[config.mk]
export PLATFORM = sky130hd
export DESIGN_NAME = alu_seq_unit
export DESIGN_NICKNAME = d
export VERILOG_FILES = /design/src/rtl/alu_seq_unit.sv
export SDC_FILE = /design/constraint.sdc
export NUM_CORES = 1
export LEC_CHECK = 0
export ABC_AREA = 1
export CAP_MARGIN = 10
export CORE_MARGIN = 3
export CORE_UTILIZATION = 37
export DETAILED_ROUTE_END_ITERATION = 16
export DONT_BUFFER_PORTS = 1
export SLEW_MARGIN = 20
export SYNTH_ARGS = -nofsm -noshare
export SYNTH_HDL_FRONTEND = slang
export SYNTH_SLANG_ARGS = --single-unit
[constraint.sdc]
create_clock -name clk -period 2.9 [get_ports clk]
set_input_delay 0.58 -clock clk [delete_from_list [all_inputs] [get_ports clk]]
set_output_delay 0.58 -clock clk [all_outputs]
set_load 0.005 [all_outputs]
[src/rtl/alu_seq_unit.sv]
// alu_seq_unit
// Registered ALU execution unit using the 4-bit alu_decoder op encoding.
// One operation is in flight at a time, handed over with a start/done handshake.
// Logic and add/subtract ops take one execute cycle. Signed multiply (op 10) is a
// shift-add sequence on operand magnitudes followed by a sign-fix cycle.
//
// Build option: define ALU_SEQ_MUL_EN to include the multiplier (MUL/FIX states).
// Without it, op 10 is treated as illegal and y's upper half is sign extension only.
//
// Ports:
//   clk    rising-edge clock
//   rst    asynchronous active-high reset
//   start  request, sampled only while busy is low
//   op     operation code, captured with start
//   a, b   WIDTH-bit operands, captured with start
//   busy   high while an operation is in flight
//   done   one-cycle pulse; y and flags are valid from this cycle on
//   y      2*WIDTH-bit result (non-multiply results are sign-extended)
//   flag_z/flag_n/flag_c/flag_v  zero, negative, carry/borrow, signed overflow
//   err    the captured op was illegal
module alu_seq_unit #(
  parameter int WIDTH = 8
) (
  input  logic               clk,
  input  logic               rst,
  input  logic               start,
  input  logic [3:0]         op,
  input  logic [WIDTH-1:0]   a,
  input  logic [WIDTH-1:0]   b,
  output logic               busy,
  output logic               done,
  output logic [2*WIDTH-1:0] y,
  output logic               flag_z,
  output logic               flag_n,
  output logic               flag_c,
  output logic               flag_v,
  output logic               err
);

  localparam logic [3:0] OP_NEG  = 4'd0;
  localparam logic [3:0] OP_INV  = 4'd1;
  localparam logic [3:0] OP_ANDL = 4'd2;
  localparam logic [3:0] OP_ORL  = 4'd3;
  localparam logic [3:0] OP_EQU  = 4'd4;
  localparam logic [3:0] OP_ADD  = 4'd5;
  localparam logic [3:0] OP_SUB  = 4'd6;
  localparam logic [3:0] OP_INC  = 4'd7;
  localparam logic [3:0] OP_DEC  = 4'd8;
  localparam logic [3:0] OP_CMP  = 4'd9;

  typedef enum logic [1:0] {
    IDLE = 2'd0,
    EXEC = 2'd1
`ifdef ALU_SEQ_MUL_EN
    , MUL = 2'd2,
    FIX  = 2'd3
`endif
  } state_t;

  state_t           state;
  logic [3:0]       op_q;
  logic [WIDTH-1:0] a_q;
  logic [WIDTH-1:0] b_q;

  logic [WIDTH-1:0] opx;
  logic [WIDTH-1:0] opy;
  logic [WIDTH-1:0] res;
  logic [WIDTH:0]   arith;
  logic             do_sub;
  logic             use_arith;
  logic             legal;
  logic             zero_y;
  logic             ex_c;
  logic             ex_v;

  // All add/subtract-style ops share one WIDTH+1 bit adder; the top bit is
  // carry for additions and borrow for subtractions. neg is computed as 0 - a.
  always_comb begin
    opx    = a_q;
    opy    = b_q;
    do_sub = 1'b0;
    case (op_q)
      OP_NEG: begin
        opx    = '0;
        opy    = a_q;
        do_sub = 1'b1;
      end
      OP_SUB, OP_CMP: do_sub = 1'b1;
      OP_INC: opy = WIDTH'(1);
      OP_DEC: begin
        opy    = WIDTH'(1);
        do_sub = 1'b1;
      end
      default: ;
    endcase

    arith = do_sub ? ({1'b0, opx} - {1'b0, opy}) : ({1'b0, opx} + {1'b0, opy});

    res       = '0;
    legal     = 1'b1;
    use_arith = 1'b0;
    zero_y    = 1'b0;
    case (op_q)
      OP_NEG, OP_ADD, OP_SUB, OP_INC, OP_DEC: begin
        res       = arith[WIDTH-1:0];
        use_arith = 1'b1;
      end
      OP_CMP: begin
        res       = arith[WIDTH-1:0];
        use_arith = 1'b1;
        zero_y    = 1'b1;
      end
      OP_INV:  res = ~a_q;
      OP_ANDL: res = a_q & b_q;
      OP_ORL:  res = a_q | b_q;
      OP_EQU:  res = (a_q == b_q) ? WIDTH'(1) : '0;
      default: legal = 1'b0;
    endcase

    ex_c = use_arith & arith[WIDTH];
    if (do_sub) begin
      ex_v = use_arith & (opx[WIDTH-1] != opy[WIDTH-1]) & (arith[WIDTH-1] != opx[WIDTH-1]);
    end else begin
      ex_v = use_arith & (opx[WIDTH-1] == opy[WIDTH-1]) & (arith[WIDTH-1] != opx[WIDTH-1]);
    end
  end

`ifdef ALU_SEQ_MUL_EN
  localparam logic [3:0] OP_MULS = 4'd10;
  localparam int         CW      = $clog2(WIDTH + 1) + 1;

  logic [CW-1:0]      cnt;
  logic [2*WIDTH-1:0] mcand;
  logic [2*WIDTH-1:0] acc;
  logic [WIDTH:0]     mplier;
  logic [WIDTH:0]     mag_a;
  logic [WIDTH:0]     mag_b;
  logic [2*WIDTH-1:0] prod;
  logic [WIDTH:0]     prod_top;
  logic               prod_v;

  // Magnitudes need WIDTH+1 bits so that -2^(WIDTH-1) is represented exactly.
  // The product fits in signed WIDTH bits only when its top WIDTH+1 bits agree.
  always_comb begin
    mag_a    = a_q[WIDTH-1] ? ((WIDTH+1)'(0) - {1'b1, a_q}) : {1'b0, a_q};
    mag_b    = b_q[WIDTH-1] ? ((WIDTH+1)'(0) - {1'b1, b_q}) : {1'b0, b_q};
    prod     = (a_q[WIDTH-1] ^ b_q[WIDTH-1]) ? ((2*WIDTH)'(0) - acc) : acc;
    prod_top = prod[2*WIDTH-1:WIDTH-1];
    prod_v   = ~((&prod_top) | ~(|prod_top));
  end
`endif

  // Handshake FSM. The MUL state spends its first cycle loading the magnitudes,
  // then one shift-add step per operand bit; FIX applies the sign afterwards.
  always_ff @(posedge clk or posedge rst) begin
    if (rst) begin
      state  <= IDLE;
      busy   <= 1'b0;
      done   <= 1'b0;
      err    <= 1'b0;
      y      <= '0;
      flag_z <= 1'b0;
      flag_n <= 1'b0;
      flag_c <= 1'b0;
      flag_v <= 1'b0;
      op_q   <= '0;
      a_q    <= '0;
      b_q    <= '0;
`ifdef ALU_SEQ_MUL_EN
      cnt    <= '0;
      mcand  <= '0;
      acc    <= '0;
      mplier <= '0;
`endif
    end else begin
      done <= 1'b0;
      case (state)
        IDLE: begin
          if (start) begin
            op_q <= op;
            a_q  <= a;
            b_q  <= b;
            err  <= 1'b0;
            busy <= 1'b1;
`ifdef ALU_SEQ_MUL_EN
            cnt   <= '0;
            state <= (op == OP_MULS) ? MUL : EXEC;
`else
            state <= EXEC;
`endif
          end
        end
        EXEC: begin
          y      <= zero_y ? '0 : {{WIDTH{res[WIDTH-1]}}, res};
          flag_z <= legal & (res == '0);
          flag_n <= res[WIDTH-1];
          flag_c <= ex_c;
          flag_v <= ex_v;
          err    <= ~legal;
          done   <= 1'b1;
          busy   <= 1'b0;
          state  <= IDLE;
        end
`ifdef ALU_SEQ_MUL_EN
        MUL: begin
          if (cnt == '0) begin
            mcand  <= (2*WIDTH)'(mag_a);
            mplier <= mag_b;
            acc    <= '0;
          end else begin
            if (mplier[0]) begin
              acc <= acc + mcand;
            end
            mcand  <= mcand << 1;
            mplier <= mplier >> 1;
          end
          if (cnt == CW'(WIDTH)) begin
            state <= FIX;
          end
          cnt <= cnt + CW'(1);
        end
        FIX: begin
          y      <= prod;
          flag_z <= (prod == '0);
          flag_n <= prod[2*WIDTH-1];
          flag_c <= 1'b0;
          flag_v <= prod_v;
          done   <= 1'b1;
          busy   <= 1'b0;
          state  <= IDLE;
        end
`endif
        default: state <= IDLE;
      endcase
    end
  end

endmodule
==> run metrics <==
status complete, but fails checks; violated checks negative setup slack; PortBufs 0; final worst setup slack -162.6 ps; Worst R2R Start op_q[3]; CP max stage cell dfrtp_2; final net count 446; P&R area growth vs syn 25.79%; worst slack at placement -263.3 ps; die area about 8400 um2; DR vias 2393; Final Power 2.761 mW; Mapped Area 2731 um2; DR vias/cell about 4.8; Critical path origin op_q[3]; Synth async-reset ratio 100.0%; pin count of the biggest net entering global routing 42; Global Route Usage Sum approximately 16%; initial core utilization 39.12%; CTS max path bufs 2; DIE WIDTH 91.92 um; classification of the worst setup path flip-flop to flip-flop; TritonCTS buffer count 5; Area after DPL 2884 um2; Sink Count 35; Antenna diodes 0; worst skew pair latency 290 ps; Slew HR 40.62%; chip height 91.92 um; max-slew violation count 0; Synth area leaders dfrtp_1 32%, nand2_1 13%, ha_1 11%; worst-path cell chain nor2_4 > nand2_4 > inv_4 > nand2_2 > a21oi_4 > ha_4 > nand3_4 > nor2_4 > nor2_1 > xor2_1 > ha_4 > buf_4 > nand3b_1 > nand3_2 > nand4_1 > buf_4 > a22o_1; Worst R2R Path Depth 17; CP Launch Type flip-flop; total grt overflow 0; Worst-path clk slew 70 ps; cell count after synthesis ~380; most frequent cells after synthesis 95 x nand2_1, 47 x inv_1, 40 x nor2_1; Least-Margin Pin Slew 885.3 ps; post-detail-place hpwl approximately 5.2 mm; worst min path class input port to async pin; fin util 49.21%; Post-Syn Area per Cell just over 7 um2; crit end category flip-flop; ANT nets after route 0; top_reg_cell synth dfrtp_1; CTS hold repair buffers 0; FF-to-FF End y[4]; R2R Setup Slk -160 ps; Critical Path End y[4]; vias in the first global route 2236; post-synth top area share 32.07%; Leak 1.689 nW; Crit Path Max Fanout 5; delay-heaviest family, CP simple AND/OR/NAND/NOR gates; drt wl/cell around 14 um; maximum VDD drop ~0.27 mV; initial antenna violation count 0; Synth Register Bits 35; Unique masters post-synth 35; fill cell count just under 700; routability congestion estimate roughly 0.89; final hold violation count 0; Post-Route WL about 7.1 mm; TritonCTS clock tree done; core region area 6982 um2; sequential fraction of the synthesis area 32.07%; synthesized net count 425; most frequent cell after synthesis nand2_1; drt pass-1 iters 4; number of DRC markers in iteration 0 118; MaxCap Viol Count 0; cell accounting for the most synthesized area dfrtp_1; Final Skew 4.182 ps; ratio of cells with drive above 1 in the final layout 29.15%; Remaining DRCs 0; WP depth 17; num rows 30; unrepaired setup endpoints after global routing true; Buffers & Inverters on Critical Path 3; dpl cells 472; fmax 326.5 MHz; Arrival @ worst endpoint 3240 ps; CTS H-tree lvls 2; Setup violations, final 5; crit share post-route 105.6%; Synth Warn # 0; crit-path max cell delay roughly 460 ps; first-pass GRT wire length 10.72 mm; EDFF count, synth 0; min Tclk post-route 3063 ps; CTS root buffer clkbuf_8; Required @ worst endpoint 3080 ps; Top Ports 46; Power Density 803.7 nW/um2; Final Non-Filler Cells roughly 500; Final Instance Area around 3400 um2
[state kept, by name (all words and copies together) (netlist names), 4 cells and up]
name  cells
a_q       8
b_q       8
y         8
op_q      4
[how the worst min path moves through the flow]
| stage | from | endpoint | slack [ps] | depth (start not counted) |
|---|---|---|---|---|
| floorplan | busy | done | 470 | 0 |
| global placement | flag_c | flag_c | 500 | 2 |
| detailed placement | flag_c | flag_c | 500 | 2 |
| CTS | b[6] | b_q[6] | 410 | 2 |
| global route | rst | op_q[1] | 310 | 1 |
| finish | rst | err | 250 | 1 |
[per-layer routing]
metal	share of wire [%]	vias to the layer above	GRT usage, %
met1	46	1080	21.71
met3	5.7	8	3.856
met5	0	-	0
met2	47	60	25.12
li1	-	1245	-
met4	1.5	0	4.332
[cell usage in the layout (no fill, tap or decap), drive strengths merged]
master and n:
buf 28, nor2 43, o31ai 1, a21oi 12
a221oi 1, nand4 6, o22ai 1, nand3 26
inv 49, clkbuf 6, or2 4, bufinv 1
o21ai 31, o2bb2ai 1, a22o 6, nor3b 2
clkinvlp 1, nor3 4, dfrtp 35, nand3b 3
nand2 102, clkinv 2, ha 25, o21bai 1
fa 1, xor2 6
[repair_timing]
action | CTS | global route
setup endpoints to repair | 6 | 8
pin swaps | 7 | 22
resized for setup | 9 | 64
setup buffers | 6 | 10
hold endpoints to repair | 0 | 0
[per-stage QoR]
step                TNS (ps)  hold WS [ps]
floorplan                  0         466.1
global placement      -216.3         499.1
detailed placement    -559.0         500.9
CTS                   -46.14         408.0
global route           -1584         307.1
finish                -283.5         255.0
[logic make-up after synthesis]
family                     Yosys count  share of synthesized area, %
buffers and inverters               65                         10.40
xor gates and xnor gates             6                         1.924
adders and majority gates           26                         12.19
DFF                                 35                         32.07
and+or+nand+nor                    190                         31.52
AOI/OAI and AO/OA                   54                         11.91
[where the power goes]
part | internal (mW) | switching, mW
Sequential | 0.596 | 0.115
Combinational | 0.699 | 0.895
Clock | 0.278 | 0.178
Total | 1.57 | 1.19
[worst reg2reg max path, delay by kind of cell (launching register included)]
kind                     cells  cell delay, ps
AND/OR/NAND/NOR              9            1040
flip-flops                   1             460
adder cells (fa/ha/maj)      2             440
buffers and inverters        3             430
AO/OA/AOI/OAI                2             330
XOR/XNOR                     1             260
[cell type report]
| type | count | area, um2 | area share, % |
|---|---|---|---|
| clock buffers | 6 | 82.58 | 2.403 |
| inverters | 51 | 207.7 | 6.045 |
| flip-flops and latches | 35 | 878.3 | 25.56 |
| multi-input cells | 276 | 1871 | 54.44 |
| repair buffers | 28 | 241.5 | 7.028 |
| well taps | 96 | 120.1 | 3.496 |
| clock inverters | 2 | 35.03 | 1.020 |
No activity file was read; power rests on OpenSTA's default activity.
